File: src/rtl/sim_range_gen.sv
// Purpose: turns an asynchronous radar PRT trigger into a stepped 10-bit range code, one sweep per trigger.
// Latency: range_valid rises SYNC_STAGES+1 clk after trig rises at the synchroniser input; all outputs registered.
// Backpressure: none; free-running sweep. A retrigger mid-sweep restarts it (enable=1) and always flags trig_overrun.
//
// Ports:
//   clk          system clock
//   resset       asynchronous reset, active-low
//   trig         raw PRT trigger, asynchronous to clk, active-high
//   enable       1 = accept triggers; 0 = ignore new triggers (a running sweep still finishes)
//   bin_div      clk cycles per range bin minus 1 (sampled at sweep start)
//   max_range    last bin code of a sweep (sampled at sweep start)
//   range        current range code, IDLE_CODE while idle
//   range_valid  high while a sweep is active
//   sweep_done   1-clk pulse after the last bin of a sweep
//   trig_overrun 1-clk pulse when a trigger arrives mid-sweep
//   prt_count    sweeps started since reset, wraps
module sim_range_gen #(
  parameter logic [9:0] IDLE_CODE   = 10'h3FF,
  parameter int         SYNC_STAGES = 2
) (
  input  logic        clk,
  input  logic        resset,
  input  logic        trig,
  input  logic        enable,
  input  logic [7:0]  bin_div,
  input  logic [9:0]  max_range,
  output logic [9:0]  range,
  output logic        range_valid,
  output logic        sweep_done,
  output logic        trig_overrun,
  output logic [15:0] prt_count
);

  typedef enum logic {
    IDLE  = 1'b0,
    SWEEP = 1'b1
  } state_t;

  state_t                 state;
  logic [SYNC_STAGES-1:0] sync_q;
  logic [SYNC_STAGES-1:0] fill_q;
  logic                   trig_prev;
  logic                   trig_sync;
  logic                   sync_primed;
  logic                   trig_rise;
  logic [7:0]             bin_cnt;
  logic [7:0]             sh_div;
  logic [9:0]             sh_max;

  assign trig_sync   = sync_q[SYNC_STAGES-1];
  assign sync_primed = fill_q[SYNC_STAGES-1];

  // fill_q tracks when the synchroniser output reflects a real post-reset
  // sample. Until then trig_prev is held high, so a trigger that is already
  // high when reset releases is not mistaken for a fresh rising edge; it must
  // be seen low before the next rise counts.
  always_ff @(posedge clk or negedge resset) begin
    if (!resset) begin
      sync_q    <= '0;
      fill_q    <= '0;
      trig_prev <= 1'b1;
    end else begin
      sync_q    <= {sync_q[SYNC_STAGES-2:0], trig};
      fill_q    <= {fill_q[SYNC_STAGES-2:0], 1'b1};
      trig_prev <= sync_primed ? trig_sync : 1'b1;
    end
  end

  assign trig_rise = sync_primed & trig_sync & ~trig_prev;

  always_ff @(posedge clk or negedge resset) begin
    if (!resset) begin
      state        <= IDLE;
      range        <= IDLE_CODE;
      range_valid  <= 1'b0;
      sweep_done   <= 1'b0;
      trig_overrun <= 1'b0;
      prt_count    <= 16'd0;
      bin_cnt      <= 8'd0;
      sh_div       <= 8'd0;
      sh_max       <= 10'd0;
    end else begin
      sweep_done   <= 1'b0;
      trig_overrun <= 1'b0;
      case (state)
        IDLE: begin
          if (trig_rise && enable) begin
            state       <= SWEEP;
            range       <= 10'd0;
            range_valid <= 1'b1;
            bin_cnt     <= 8'd0;
            sh_div      <= bin_div;
            sh_max      <= max_range;
            prt_count   <= prt_count + 16'd1;
          end
        end
        SWEEP: begin
          // Any mid-sweep trigger is flagged; only an enabled one restarts,
          // and a restart takes priority over finishing the last bin.
          if (trig_rise) begin
            trig_overrun <= 1'b1;
          end
          if (trig_rise && enable) begin
            range     <= 10'd0;
            bin_cnt   <= 8'd0;
            sh_div    <= bin_div;
            sh_max    <= max_range;
            prt_count <= prt_count + 16'd1;
          end else if (bin_cnt == sh_div) begin
            bin_cnt <= 8'd0;
            if (range == sh_max) begin
              state       <= IDLE;
              range       <= IDLE_CODE;
              range_valid <= 1'b0;
              sweep_done  <= 1'b1;
            end else begin
              range <= range + 10'd1;
            end
          end else begin
            bin_cnt <= bin_cnt + 8'd1;
          end
        end
        default: begin
          state       <= IDLE;
          range       <= IDLE_CODE;
          range_valid <= 1'b0;
        end
      endcase
    end
  end

endmodule

File: config.mk
export PLATFORM = sky130hd
export DESIGN_NAME = sim_range_gen
export DESIGN_NICKNAME = d
export VERILOG_FILES = /design/src/rtl/sim_range_gen.sv
export SDC_FILE = /design/constraint.sdc
export NUM_CORES = 1
export LEC_CHECK = 0
export BUFFER_PORTS_ARGS = -buffer_cell sky130_fd_sc_hd__buf_2
export CAP_MARGIN = 0
export CORE_MARGIN = 10
export CORE_UTILIZATION = 25
export CTS_CLUSTER_SIZE = 40
export DETAILED_ROUTE_END_ITERATION = 12
export GPL_ROUTABILITY_DRIVEN = 1
export PLACE_DENSITY = 0.4
export SLEW_MARGIN = 20
export SYNTH_ARGS = -nofsm -noshare
export SYNTH_HDL_FRONTEND = slang
export SYNTH_SLANG_ARGS = --single-unit
export TNS_END_PERCENT = 100
File: constraint.sdc
create_clock -name clk -period 6.3 [get_ports clk]
set_input_delay 0.63 -clock clk [delete_from_list [all_inputs] [get_ports clk]]
set_output_delay 0.63 -clock clk [all_outputs]
set_load 0.01 [all_outputs]
# [After elaboration in Yosys (flattened, before gate mapping)]
# Cells that the tools add are included.
[totals] in_bits=22 register_bits=61 elab_cells=58
[classes] n_reduce_logical=3 n_bitwise=4 eq_ne=7 n_addsub=3 mux=29
[op_table] operator="2-to-1 mux 10 bit" count=5
[op_table] operator="2-to-1 mux 8 bit" count=4
[op_table] operator="one-hot mux 10 bit (2 select lines)" count=1
[op_table] operator="adder 16 x 1 -> 16 bit, second input constant" count=1
[op_table] operator="2-to-1 mux 16 bit" count=1
[op_table] operator="one-hot mux 8 bit (2 select lines)" count=1
[op_table] operator="2-to-1 mux 1 bit" count=15
[op_table] operator="adder 10 x 1 -> 10 bit, second input constant" count=1
[op_table] operator="== test 10 bit" count=1
[op_table] operator="adder 8 x 1 -> 8 bit, second input constant" count=1
[op_table] operator="== test 8 bit" count=1
[op_table] operator="inequality test 2 x 1 -> 1 bit, second input constant" count=2
[op_table] operator="inequality test 2 bit, second input constant" count=2
[op_table] operator="one-hot mux 1 bit (2 select lines)" count=2
[op_table] operator="AND reduction 4 bit" count=1
[op_table] operator="inequality test 3 x 1 -> 1 bit, second input constant" count=1
[op_table] operator="AND 1 bit" count=2
[op_table] operator="NOT 1 bit" count=2
[op_table] operator="AND reduction 2 bit" count=1
[op_table] operator="logical AND 1 bit" count=1

# [Longest topological paths before layout]
[depth] depth_word=5 depth_mapped=9 ltp_nobuf=7

# [Least setup slack after synthesis]
# No wires, ideal clock.
[synth_timing] kind="input to register" start="input port enable" end="register range[0]" slack_ns=3.858 stages=9 arrival_time_ns=2.360 path_buffers=4 setup_ns=0.082 cell_sequence="and4b_1 buf_2 inv_1 clkbuf_1 ha_1 clkbuf_1 a21o_1 buf_6 mux2_2"
[synth_between] elab_chain_cells=3 word_cells_on_any_way=6 cone_classes="2 x eq/ne; 2 x mux; 2 x reduce/logical"
[synth_lines] item="from (decl)" line_no="24" source="input logic enable,"
[synth_lines] item="logical AND 1 bit (*)" line_no="87, 103"
[synth_lines] item="2-to-1 mux 10 bit, or another cell as far along" line_no="103" source="if (trig_rise && enable) begin"
[synth_lines] item="one-hot mux 10 bit (2 select lines) / AND reduction 2 bit (equally long branches)"
[synth_lines] item="to (signal assigned)" line_no="117" source="range <= range + 10'd1;"
[synth_lines] item="to (decl)" line_no="27" source="output logic [9:0] range,"
# Mark *: on every way between the ends. The rest lies on a longest branch, timed or not.
# A chain may end at the register's enable or synchronous reset.

# [Final worst setup path]
[layout_timing] start="register trig_prev" end="register range[1]"
[layout_between] elab_chain_cells=5 word_cells_on_any_way=8 cone_classes="2 x eq/ne; 2 x mux; 2 x bitwise; 2 x reduce/logical"
[layout_lines] item="from (decl)" line_no="42" source="logic trig_prev;"
[layout_lines] item="from (signal assigned)" line_no="65" source="trig_prev <= sync_primed ? trig_sync : 1'b1;"
[layout_lines] item="NOT 1 bit (*)" line_no="69" source="assign trig_rise = sync_primed & trig_sync & ~trig_prev;"
[layout_lines] item="AND 1 bit (*)" line_no="69"
[layout_lines] item="logical AND 1 bit (*)" line_no="87, 103"
[layout_lines] item="2-to-1 mux 10 bit, or another cell as far along" line_no="103"
[layout_lines] item="one-hot mux 10 bit (2 select lines) / AND reduction 2 bit (equally long branches)"
# Marks and branches as above.

==> metrics <==
setup repair bufs after CTS 0; FF-to-FF Start trig_prev; fillcell total 1198; final setup TNS 0 ps; Slew HR 46.1%; area occupied by multi-input gates 0.00126 sq mm; Post-Syn Area 0.00288 sq mm; Worst Reg2Reg Path Length in Cells 6; commonest non-fill, non-tap cell in the layout nand2_1; row cnt 39; placed cell area 0.00326 sq mm; CTS HTree Levels 3; die area 0.0162 sq mm; # DRC 0; Clk Latency, worst-skew pair 330 ps; diode count 0; status finished, final reports clean; via count 2194; Yosys top cell by area dfrtp_1; Port Buffers 50; Critical Path Source trig_prev; CP startpoint kind flop; ANT nets after route 0; largest family of logic cells by synthesized area simple AND/OR/NAND/NOR gates; Synth Area in XOR/XNOR 11.9%; post-layout util 31.4%; clock skew after layout 8.05 ps; # hold bufs at CTS 0; nets@finish 361; R2R Setup Slk 3370 ps; Int Pwr 929 uW; Final Slew Violations 0; Post-Syn Nets 310; CP required 6560 ps; LEAKAGE 1.77 nW; syn avg cell area 10.2 sq um; Layout Cells excl Fill 482; final wirelength 7.13 mm; Compound-Gate Fraction of Synth Area 8.48%; clock buffer depth 2; hpwl dp 5.02 mm; total gr overflow 0; # IOs 51; Via density 4.55; gr usage total 9.14%; Yosys Warn Count 0; share of cells above drive strength 1 25.1%; most common flop cell mapped by yosys dfrtp_1; top cells by area, synth dfrtp_1, dfstp_2, nand2_1; Sink Count 61; maximum clock frequency 341 MHz; Max-cap violations 0; maximum VDD drop 232 uV; worst slew pin tran 808 ps; DR pass1 iterations 4; Final Hold Viols 0; unrepaired setup endpoints after global routing false; synth unique cells 34; Setup Crit Path Kind flop to flop; Critical Path AT 3190 ps; post_cts resized 0; top cell type's share of synthesized area 43.5%; Placeable Area 0.0113 sq mm; Reg clk slew, reported paths 60 ps; post-synthesis sequential area ratio 53.5%; cts bufs inserted 9; number of synthesized register bits 61; mux contribution to synthesized area 0.783%; Post-synth EDFFs 0; min Tclk post-route 2930 ps; Die Span X 127 microns; initial antenna violation count 0; first-pass GRT wire length 12.0 mm; post-synthesis adder-cell area fraction 2.17%; Avg WL per Cell 14.8 microns; Synth Instances 283; async set or reset register ratio after synthesis 100%; Initial Util 25.4%; CTS root buffer clkbuf_16; vias in the first global route 2271; path type of the worst min-delay path flop to flop; cell area after layout 0.00356 sq mm; switching share of power 33.3%; CP Max Fanout 27; commonest non-fill, non-tap cells in the layout nand2_1, dfrtp_1, buf_2; Initial DRC Count 75; clock network power share 34.8%; final setup fails 0; nature of the critical path endpoint flop; crit path to range[1]; largest net degree at the start of global routing 62; Layout area overhead 23.7%; placed cell count 466; RePlAce Congestion 0.741; power per cell area 392 mW/mm^2; CTS tree built; Sequential Area 0.00154 sq mm; Die Span Y 127 microns; RR Endpoint range[1]; NetSw 463 uW; Synth Area in Simple Gates 20.3%; Flop pwr share 41.7%; Comb pwr share 23.5%; Final Cycle Share 46.5%
how the worst min path moves through the flow:
stage | from | end | slack [ps] | cells after the start
after floorplan | resset | bin_cnt[0] | 330 | 0
after global placement | fill_q[0] | fill_q[1] | 330 | 0
after detailed placement | fill_q[0] | fill_q[1] | 340 | 0
after CTS | fill_q[0] | fill_q[1] | 350 | 0
after global routing | sync_q[0] | sync_q[1] | 360 | 0
final | fill_q[0] | fill_q[1] | 350 | 0
synthesized netlist by cell type (all sizes together) (3+ instances only):
library cell / count
nand2: 69
dfrtp: 50
xor2: 26
nand3: 17
nor2: 14
xnor2: 13
dfstp: 11
a221oi: 8
clkbuf: 8
o32a: 8
a21oi: 7
and3: 6
inv: 6
ha: 5
nor4: 5
buf: 4
nand4: 3
o21ai: 3
logic make-up (layout without fill, tap and decap cells):
family	Yosys count	count (layout)
flip-flops	61	61
multiplexers	2	2
AND/OR/NAND/NOR	125	125
adder cells (fa/ha/maj)	5	5
buffers and inverters	18	74
AO/OA/AOI/OAI	32	32
other	1	1
XOR/XNOR	39	39
power by group through the flow:
stage	logic, mW	registers, mW	clock network, mW
after floorplan	0.230	0.571	0
after CTS	0.336	0.584	0.500
final	0.327	0.581	0.485
after detailed placement	0.334	0.590	0
after global placement	0.330	0.593	0
after global routing	0.378	0.597	0.516
per-layer routing:
| layer | part of all wire (%) | global-route usage, % | vias up |
|---|---|---|---|
| met5 | 0 | 0 | - |
| met4 | 0.87 | 2.61 | 0 |
| met3 | 6.3 | 3.60 | 8 |
| met2 | 46 | 14.1 | 67 |
| met1 | 47 | 11.6 | 1054 |
| li1 | - | - | 1065 |
state kept, by name (all words and copies together) (netlist names), 2 cells and up:
register	cells
fill_q	2
sh_max	10
prt_count	16
sync_q	2
range	10
bin_cnt	8
sh_div	8
stage by stage:
stage / hold WS, ps / power [mW] / setup slack, ps
floorplan: 331 / 0.801 / 3860
global placement: 332 / 0.923 / 3190
detailed placement: 336 / 0.924 / 3130
CTS: 349 / 1.42 / 3320
global route: 357 / 1.49 / 3160
finish: 345 / 1.39 / 3370
critical path: stages, from the launching register on:
cell and delay, ps:
dfstp_2 520, and4b_1 180, buf_4 220, inv_1 560, ha_1 600, a21o_1 370
mux2_2 380
final cells by class:
class / count / area share [%]
Clock buffer: 10 / 6.44
Multi-Input combinational cell: 204 / 35.4
Clock inverter: 6 / 1.79
Tap cell: 143 / 5.03
Timing Repair Buffer: 52 / 7.46
Inverter: 6 / 0.633
Sequential cell: 61 / 43.3
No activity file was read; power rests on OpenSTA's default activity.
